<file path="config.mk">
export PLATFORM = sky130hd
export DESIGN_NAME = game_status_unit_flat
export DESIGN_NICKNAME = d
export VERILOG_FILES = /design/src/rtl/game_status_unit_if.sv /design/src/rtl/game_status_unit.sv /design/src/flat_wrapper.sv
export SDC_FILE = /design/constraint.sdc
export NUM_CORES = 1
export LEC_CHECK = 0
export CELL_PAD_IN_SITES_DETAIL_PLACEMENT = 0
export CELL_PAD_IN_SITES_GLOBAL_PLACEMENT = 2
export CORE_ASPECT_RATIO = 1.1
export CORE_MARGIN = 2
export CORE_UTILIZATION = 37
export DETAILED_ROUTE_END_ITERATION = 6
export HOLD_SLACK_MARGIN = 0.02
export PLACE_DENSITY = 0.85
export SLEW_MARGIN = 20
export SYNTH_ARGS = -nofsm -noshare
export SYNTH_HDL_FRONTEND = slang
export SYNTH_SLANG_ARGS = --single-unit
</file>
<file path="constraint.sdc">
create_clock -name clk -period 2.8 [get_ports clk]
set_clock_uncertainty 0.1 [all_clocks]
set_input_delay 0.56 -clock clk [delete_from_list [all_inputs] [get_ports clk]]
set_output_delay 0.56 -clock clk [all_outputs]
set_load 0.05 [all_outputs]
</file>
<file path="src/rtl/game_status_unit_if.sv">
// game_status_unit_if: event pulses into, and status/LED outputs out of, the game status unit.
// Rev 1.0
`default_nettype none

interface game_status_unit_if #(
  parameter int LIVES_W   = 3,
  parameter int MAX_LIVES = 7
);
  logic                 start;
  logic                 hit;
  logic                 bonus;
  logic [LIVES_W-1:0]   lives;
  logic                 game_over;
  logic                 led_over;
  logic [MAX_LIVES-1:0] led_lives;
  logic                 hit_flash;

  modport master (
    output start, hit, bonus,
    input  lives, game_over, led_over, led_lives, hit_flash
  );

  modport slave (
    input  start, hit, bonus,
    output lives, game_over, led_over, led_lives, hit_flash
  );
endinterface

`default_nettype wire

</file>
<file path="src/rtl/game_status_unit.sv">
// game_status_unit: owns the lives count, runs the game-state FSM and drives the status LEDs.
// Rev 1.0
`default_nettype none

module game_status_unit #(
  parameter int LIVES_W       = 3,
  parameter int START_LIVES   = 3,
  parameter int MAX_LIVES     = 7,
  parameter int INVULN_CYCLES = 50,
  parameter int BLINK_DIV     = 25000000
) (
  input  wire                     clk,
  input  wire                     reset,
  game_status_unit_if.slave       bus
);

  localparam int INV_W   = (INVULN_CYCLES > 1) ? $clog2(INVULN_CYCLES) : 1;
  localparam int BLINK_W = (BLINK_DIV > 1) ? $clog2(BLINK_DIV) : 1;

  localparam logic [LIVES_W-1:0] C_START_LIVES = LIVES_W'(START_LIVES);
  localparam logic [LIVES_W-1:0] C_MAX_LIVES   = LIVES_W'(MAX_LIVES);
  localparam logic [INV_W-1:0]   C_INV_LOAD    = INV_W'(INVULN_CYCLES - 1);
  localparam logic [BLINK_W-1:0] C_BLINK_LAST  = BLINK_W'(BLINK_DIV - 1);

  typedef enum logic [1:0] {
    IDLE    = 2'd0,
    PLAYING = 2'd1,
    INVULN  = 2'd2,
    OVER    = 2'd3
  } state_t;

  state_t               state;
  logic [LIVES_W-1:0]   lives;
  logic [LIVES_W-1:0]   lives_nxt;
  logic [INV_W-1:0]     inv_cnt;
  logic [BLINK_W-1:0]   blink_cnt;
  logic                 game_over;
  logic                 led_over;
  logic [MAX_LIVES-1:0] led_lives;
  logic                 hit_flash;

  function automatic logic [MAX_LIVES-1:0] therm(input logic [LIVES_W-1:0] n);
    logic [MAX_LIVES-1:0] t;
    t = '0;
    for (int i = 0; i < MAX_LIVES; i++) begin
      t[i] = (int'(n) > i);
    end
    return t;
  endfunction

  function automatic logic [LIVES_W-1:0] add_life(input logic [LIVES_W-1:0] n);
    return (n >= C_MAX_LIVES) ? C_MAX_LIVES : n + LIVES_W'(1);
  endfunction

  // Next lives value is shared by the lives register and the thermometer bar
  always_comb begin
    lives_nxt = lives;
    case (state)
      IDLE: begin
        if (bus.start) lives_nxt = C_START_LIVES;
      end
      PLAYING: begin
        if (bus.hit) begin
          lives_nxt = (lives != '0) ? lives - LIVES_W'(1) : '0;
        end else if (bus.bonus) begin
          lives_nxt = add_life(lives);
        end
      end
      INVULN: begin
        if (bus.bonus) lives_nxt = add_life(lives);
      end
      OVER: begin
        lives_nxt = bus.start ? C_START_LIVES : '0;
      end
      default: lives_nxt = '0;
    endcase
  end

  always_ff @(posedge clk or negedge reset) begin
    if (!reset) begin
      state     <= IDLE;
      lives     <= '0;
      inv_cnt   <= '0;
      blink_cnt <= '0;
      game_over <= 1'b0;
      led_over  <= 1'b0;
      led_lives <= '0;
      hit_flash <= 1'b0;
    end else begin
      lives     <= lives_nxt;
      led_lives <= therm(lives_nxt);
      case (state)
        IDLE: begin
          if (bus.start) state <= PLAYING;
        end
        PLAYING: begin
          if (bus.hit) begin
            if (lives <= LIVES_W'(1)) begin
              state     <= OVER;
              game_over <= 1'b1;
              led_over  <= 1'b1;
              blink_cnt <= '0;
            end else begin
              state     <= INVULN;
              inv_cnt   <= C_INV_LOAD;
              hit_flash <= 1'b1;
            end
          end
        end
        INVULN: begin
          if (inv_cnt == '0) begin
            state     <= PLAYING;
            hit_flash <= 1'b0;
          end else begin
            inv_cnt <= inv_cnt - INV_W'(1);
          end
        end
        OVER: begin
          if (bus.start) begin
            state     <= PLAYING;
            game_over <= 1'b0;
            led_over  <= 1'b0;
            blink_cnt <= '0;
          end else if (blink_cnt == C_BLINK_LAST) begin
            blink_cnt <= '0;
            led_over  <= ~led_over;
          end else begin
            blink_cnt <= blink_cnt + BLINK_W'(1);
          end
        end
        default: begin
          state     <= IDLE;
          inv_cnt   <= '0;
          blink_cnt <= '0;
          game_over <= 1'b0;
          led_over  <= 1'b0;
          hit_flash <= 1'b0;
        end
      endcase
    end
  end

  assign bus.lives     = lives;
  assign bus.game_over = game_over;
  assign bus.led_over  = led_over;
  assign bus.led_lives = led_lives;
  assign bus.hit_flash = hit_flash;

endmodule

`default_nettype wire

</file>
<file path="src/flat_wrapper.sv">
// flat-port wrapper written by rule: the top's interface ports become plain ports
module game_status_unit_flat 
#(
  parameter int LIVES_W       = 3,
  parameter int START_LIVES   = 3,
  parameter int MAX_LIVES     = 7,
  parameter int INVULN_CYCLES = 50,
  parameter int BLINK_DIV     = 25000000
)
  (clk, reset, bus_start, bus_hit, bus_bonus, bus_lives, bus_game_over, bus_led_over, bus_led_lives, bus_hit_flash);
  game_status_unit_if #(.LIVES_W(LIVES_W), .MAX_LIVES(MAX_LIVES)) bus_i ();
  input  wire clk;
  input  wire reset;
  input wire logic [$bits(bus_i.start)-1:0] bus_start;
  input wire logic [$bits(bus_i.hit)-1:0] bus_hit;
  input wire logic [$bits(bus_i.bonus)-1:0] bus_bonus;
  output wire logic [$bits(bus_i.lives)-1:0] bus_lives;
  output wire logic [$bits(bus_i.game_over)-1:0] bus_game_over;
  output wire logic [$bits(bus_i.led_over)-1:0] bus_led_over;
  output wire logic [$bits(bus_i.led_lives)-1:0] bus_led_lives;
  output wire logic [$bits(bus_i.hit_flash)-1:0] bus_hit_flash;
  assign bus_i.start = bus_start;
  assign bus_i.hit = bus_hit;
  assign bus_i.bonus = bus_bonus;
  assign bus_lives = bus_i.lives;
  assign bus_game_over = bus_i.game_over;
  assign bus_led_over = bus_i.led_over;
  assign bus_led_lives = bus_i.led_lives;
  assign bus_hit_flash = bus_i.hit_flash;
  game_status_unit #(.LIVES_W(LIVES_W), .START_LIVES(START_LIVES), .MAX_LIVES(MAX_LIVES), .INVULN_CYCLES(INVULN_CYCLES), .BLINK_DIV(BLINK_DIV)) u_core (.clk(clk), .reset(reset), .bus(bus_i));
endmodule
</file>
* After elaboration in Yosys (flattened, before gate mapping)
Index checks and enable logic that the tools add are counted.
** Storage, ports and cells
- Flip-flop bits (word level) :: 46
- Output and inout port bits :: 13
- Logic and storage cells :: 78
** Operators by class
- Add/subtract/negate cells :: 4
- $lt $le $gt $ge :: 9
- Equal/unequal tests :: 12
- Mux-type cells :: 32
- Bitwise operators :: 1
- Reduce and logical (&&, ||, !) cells :: 12
** Operators by type and width (count)
- $mux 25 :: 4
- $pmux 25 s2 :: 1
- $add 25x1->25 const B :: 1
- $eq 25x25->1 const B :: 1
- $mux 6 :: 3
- $reduce_and 4->1 :: 4
- $mux 3 :: 5
- $pmux 3 s4 :: 1
- $pmux 6 s2 :: 1
- $gt 3x3->1 const B :: 3
- $mux 1 :: 9
- $mux 2 :: 4
- $ne 2x2->1 const B :: 4
- $gt 3x1->1 const B :: 2
- $gt 3x2->1 const B :: 2
- $logic_not 6->1 :: 1
- $ne 2x1->1 const B :: 3
- $pmux 1 s2 :: 3
- $pmux 2 s3 :: 1
- $reduce_and 3->1 :: 2
- $sub 6x1->6 const B :: 1
- $eq 2x2->1 const B :: 2
- $reduce_bool 2->1 :: 2
- $add 3x1->3 const B :: 1
- 9 further kinds :: 9

* Depth between registers and ports, before layout
- Depth after elaboration :: 6
- Gate-level depth with buffers :: 8
- Mapped depth without buffers :: 7

* Worst setup path before layout
Ideal clock, no wire load.
- Kind :: register to register
- Start point :: register u_core.lives[1], in the netlist u_core.bus.lives[1]
- End point :: register u_core.inv_cnt[4]
- Library setup time :: 0.121 ns
- Arrival time :: 2.212 ns
- Data required time :: 2.579 ns
- Path slack :: 0.367 ns
- Cell stages (with the launch flop) :: 8
- Path buffers :: 0
- Clock period less this slack :: 2.433 ns
- Cells stage by stage :: dfrtp_1 inv_1 ha_1 o21ba_2 o21ai_0 a22oi_1 nand4_1 a22o_1
** Between the ends
- Cells in the longest elaborated chain, start to end :: 3
** Ends and longest elaborated chain
- start, declared :: line game_status_unit.sv:33 : logic [LIVES_W-1:0] lives;
- start signal, assigned :: line game_status_unit.sv:90 : lives <= lives_nxt;
- $le 3x1->1 :: line game_status_unit.sv:98 : if (lives <= LIVES_W'(1)) begin
- $ne 2x2->1 (no line)
- $reduce_and 4->1 (no line)
- end signal, assigned :: line game_status_unit.sv:115 : inv_cnt <= inv_cnt - INV_W'(1);
- end, declared :: line game_status_unit.sv:35 : logic [INV_W-1:0] inv_cnt;
No other way between the ends.
A chain may end at the register's enable or synchronous reset.

* Worst setup path in the final report
- Start point :: register u_core.lives[2], in the netlist u_core.bus.lives[2]
- End point :: output port bus_lives[2]
** RTL lines
- end, declared :: line flat_wrapper.sv:17 : output wire logic [$bits(bus_i.lives)-1:0] bus_lives;
No word-level cell between the ends.

==> summary.md <==
| Metric | Value |
|---|---|
| Status | finished clean |
| Leading area contributor after synthesis | dfrtp_1 |
| Starting Density | roughly 39% |
| First-pass GRT wire length | 10800 um |
| Worst r2r src | u_core.blink_cnt[17] |
| Non-filler cells, final | 423 |
| Synth area leaders | dfrtp_1, nand2_1, ha_1, a31oi_1, nor2_1 |
| Pleak | 1.41 nW |
| DR WL met2 | 3120 um |
| CTS Root Cell | clkbuf_8 |
| Crit Path Class | reg -> out |
| Worst Setup End Kind | output pin |
| GP Congestion | 0.803 |
| Area Overhead vs Synth | 17.7% |
| DRT iter0 DRCs | 91 |
| Top routing layer in use | met4 |
| Top cell type's share of synthesized area | 42.1% |
| Antenna violations before repair | 0 |
| Vias in the first global route | 2238 |
| Worst R2R End | u_core.blink_cnt[15] |
| Worst Setup Start Kind | flip-flop |
| IO Port Bufs | 17 |
| Final #Nets | 355 |
| DP Area | about 3100 um2 |
| Slowest cell on crit path | clkdlybuf4s50_1 |
| Vias post-DR | 2399 |
| Max-cap violations | 0 |
| Peak VDD IR | around 0.26 mV |
| Dpl cells | a little over 400 |
| Post-route antenna net violation count | 0 |
| Hpwl dp | between 4000 and 5000 um |
| PwrDens | 881 nW/um2 |
| Buffer and inverter count on the worst path | 1 |
| RSZ-0062 raised after global routing | false |
| Commonest non-fill, non-tap cell in the layout | nand2_1 |
| Sequential area share after synthesis | 42.1% |
| Die height | 94.2 um |
| Routed vias/inst | 5.67 |
| Max Fclk | 406 MHz |
| CTS tree | done |
| Fillers | 704 |
| Yosys reg bits | 46 |
| CP delay by family, top | buffers and inverters |
| Post-DR wirelength/cell | about 15 um |
| Wire length on met3 | ~200 um |
| Final critical-path share of the clock period | 88.0% |
| Router iterations before antenna repair | 4 |
| Pins Over Slew Limit | 0 |
| Clk buf depth | 2 |
| Post-route DRC | 0 |
| CTS resizes | 0 |
| CTS buffer count | 5 |
| Register-to-register setup slack | 0.48 ns |
| CTS Sinks | 46 |
| Post-route cell area | 3220 um2 |
| Io pins | 18 |
| Worst slew pin tran | 0.898 ns |
| Layout cell share with drive strength beyond 1 | between 10 and 15% |
| Hold Fails Final Rpt | 0 |
| Relative slew slack | 39.9% |
| Commonest cells after routing, fill and taps aside | nand2_1, dfrtp_1, nor2_1, inv_1, a31oi_1 |
| Minimum clock period | 2.46 ns |
| Synthesized area | 2740 um2 |
| Inserted Diodes | 0 |
| Worst-Skew Late Latency | 0.30 ns |
| Metal-1 WL | 3040 um |
| Setup_tns | 0 ns |
| Largest net degree at the start of global routing | 47 |
| R2R cell count | 7 |
| Syn Inst Count | just over 300 |
| H-Tree Depth | 2 |
| Die Wd | 86.0 um |
| Critical path fanouts, max | 12 |
| Post-synth ARST share | 100% |
| Synth Warn # | 0 |
| Netlist cell types | between 50 and 60 |
| Post-synth EDFFs | 0 |
| Die area | 8100 um2 |
| Top FF cell, synth | dfrtp_1 |
| Mean post-synth cell area | ~9 um2 |
| CP Data Required Time | 2.14 ns |
| HP Class | in -> async |
| Fin util | 45.4% |
| CTS Hold Bufs | 0 |
| Total gr overflow | 0 |
| Final setup fails | 0 |
| Synth Net Count | 321 |
| Core region area | 7090 um2 |
| Max incr delay on CP | 0.89 ns |
| Clock Pin Slew Worst Setup and Hold Paths | ~0.090 ns |
| GRT Util Overall | 16.5% |
| Crit-path cells | clkdlybuf4s50_1 |
| Routed WL | 6420 um |
| Setup Fix Bufs, Post-CTS | 0 |
| Cell Rows | 32 |
| Critical path data arrival time | 1.80 ns |
[per-layer routing]
layer	vias up	global-route usage, %
li1	1174	-
met1	1177	22.4
met2	43	27.7
met3	5	1.93
met4	0	4.76
met5	-	0
[worst max path at each step]
| stage | from | endpoint | slack (ns) | cells past startpoint |
|---|---|---|---|---|
| floorplan | u_core.bus.lives[1] | u_core.inv_cnt[4] | 0.37 | 7 |
| global placement | bus_bonus | u_core.bus.led_lives[2] | 0.29 | 6 |
| detailed placement | bus_hit | u_core.blink_cnt[4] | 0.27 | 7 |
| CTS | u_core.bus.lives[2] | bus_lives[2] | 0.33 | 1 |
| global route | u_core.bus.lives[0] | u_core.bus.led_lives[2] | 0.26 | 7 |
| finish | u_core.bus.lives[2] | bus_lives[2] | 0.34 | 1 |
[area by class of cell]
type	instances	area (um2)	area share, %
repair buffers	36	320	9.95
well taps	85	106	3.30
clock buffers	6	72.6	2.25
multi-input cells	228	1460	45.3
flip-flops and latches	46	1150	35.7
clock inverters	2	37.5	1.17
inverters	20	75.1	2.33
[stage by stage]
step	hold WS, ns	worst slack, ns	power (mW)
2_1_floorplan	0.164	0.367	1.88
3_3_place_gp	0.394	0.288	2.35
3_5_place_dp	0.402	0.274	2.36
4_1_cts	0.137	0.332	2.87
5_1_grt	0.139	0.255	3.04
6_report	0.124	0.335	2.84
[sequential cells by signal, summed over array words and instances (netlist names)]
signal,count
u_core.state,2
u_core.bus.led_lives,7
u_core.bus.lives,3
u_core.inv_cnt,6
u_core.bus.game_over,1
u_core.bus.led_over,1
u_core.bus.hit_flash,1
u_core.blink_cnt,25
[synth_stat cells, drive strengths merged (2+ instances only)]
cell	instances
ha	13
buf	4
o22ai	7
a22o	3
a41oi	5
mux2	2
nor4	5
nor2b	2
nor3	7
o21ai	13
or4b	2
and3	7
a21oi	11
nand4b	2
and4	5
nand3b	2
a22oi	2
clkbuf	5
a31oi	19
and2	2
nand2	49
mux2i	4
nor2	24
dfrtp	46
nand3	9
nand2b	5
o32ai	3
a21o	2
inv	20
nand4	7
[cells by family (layout without fill, tap and decap cells)]
group	count (synthesis)	in the layout	share of synthesized area, %
simple gates	130	130	24.8
compound gates	78	78	19.9
flops	46	46	42.1
buf+inv	29	64	4.62
fa+ha+maj	13	13	5.95
mux	6	6	2.29
xor+xnor	1	1	0.320
[power by group]
| part | switching (mW) | internal (mW) | total, mW |
|---|---|---|---|
| Clock | 0.235 | 0.267 | 0.502 |
| Combinational | 0.897 | 0.530 | 1.43 |
| Sequential | 0.119 | 0.789 | 0.908 |
Note: power is estimated with default switching activity, not from simulation.
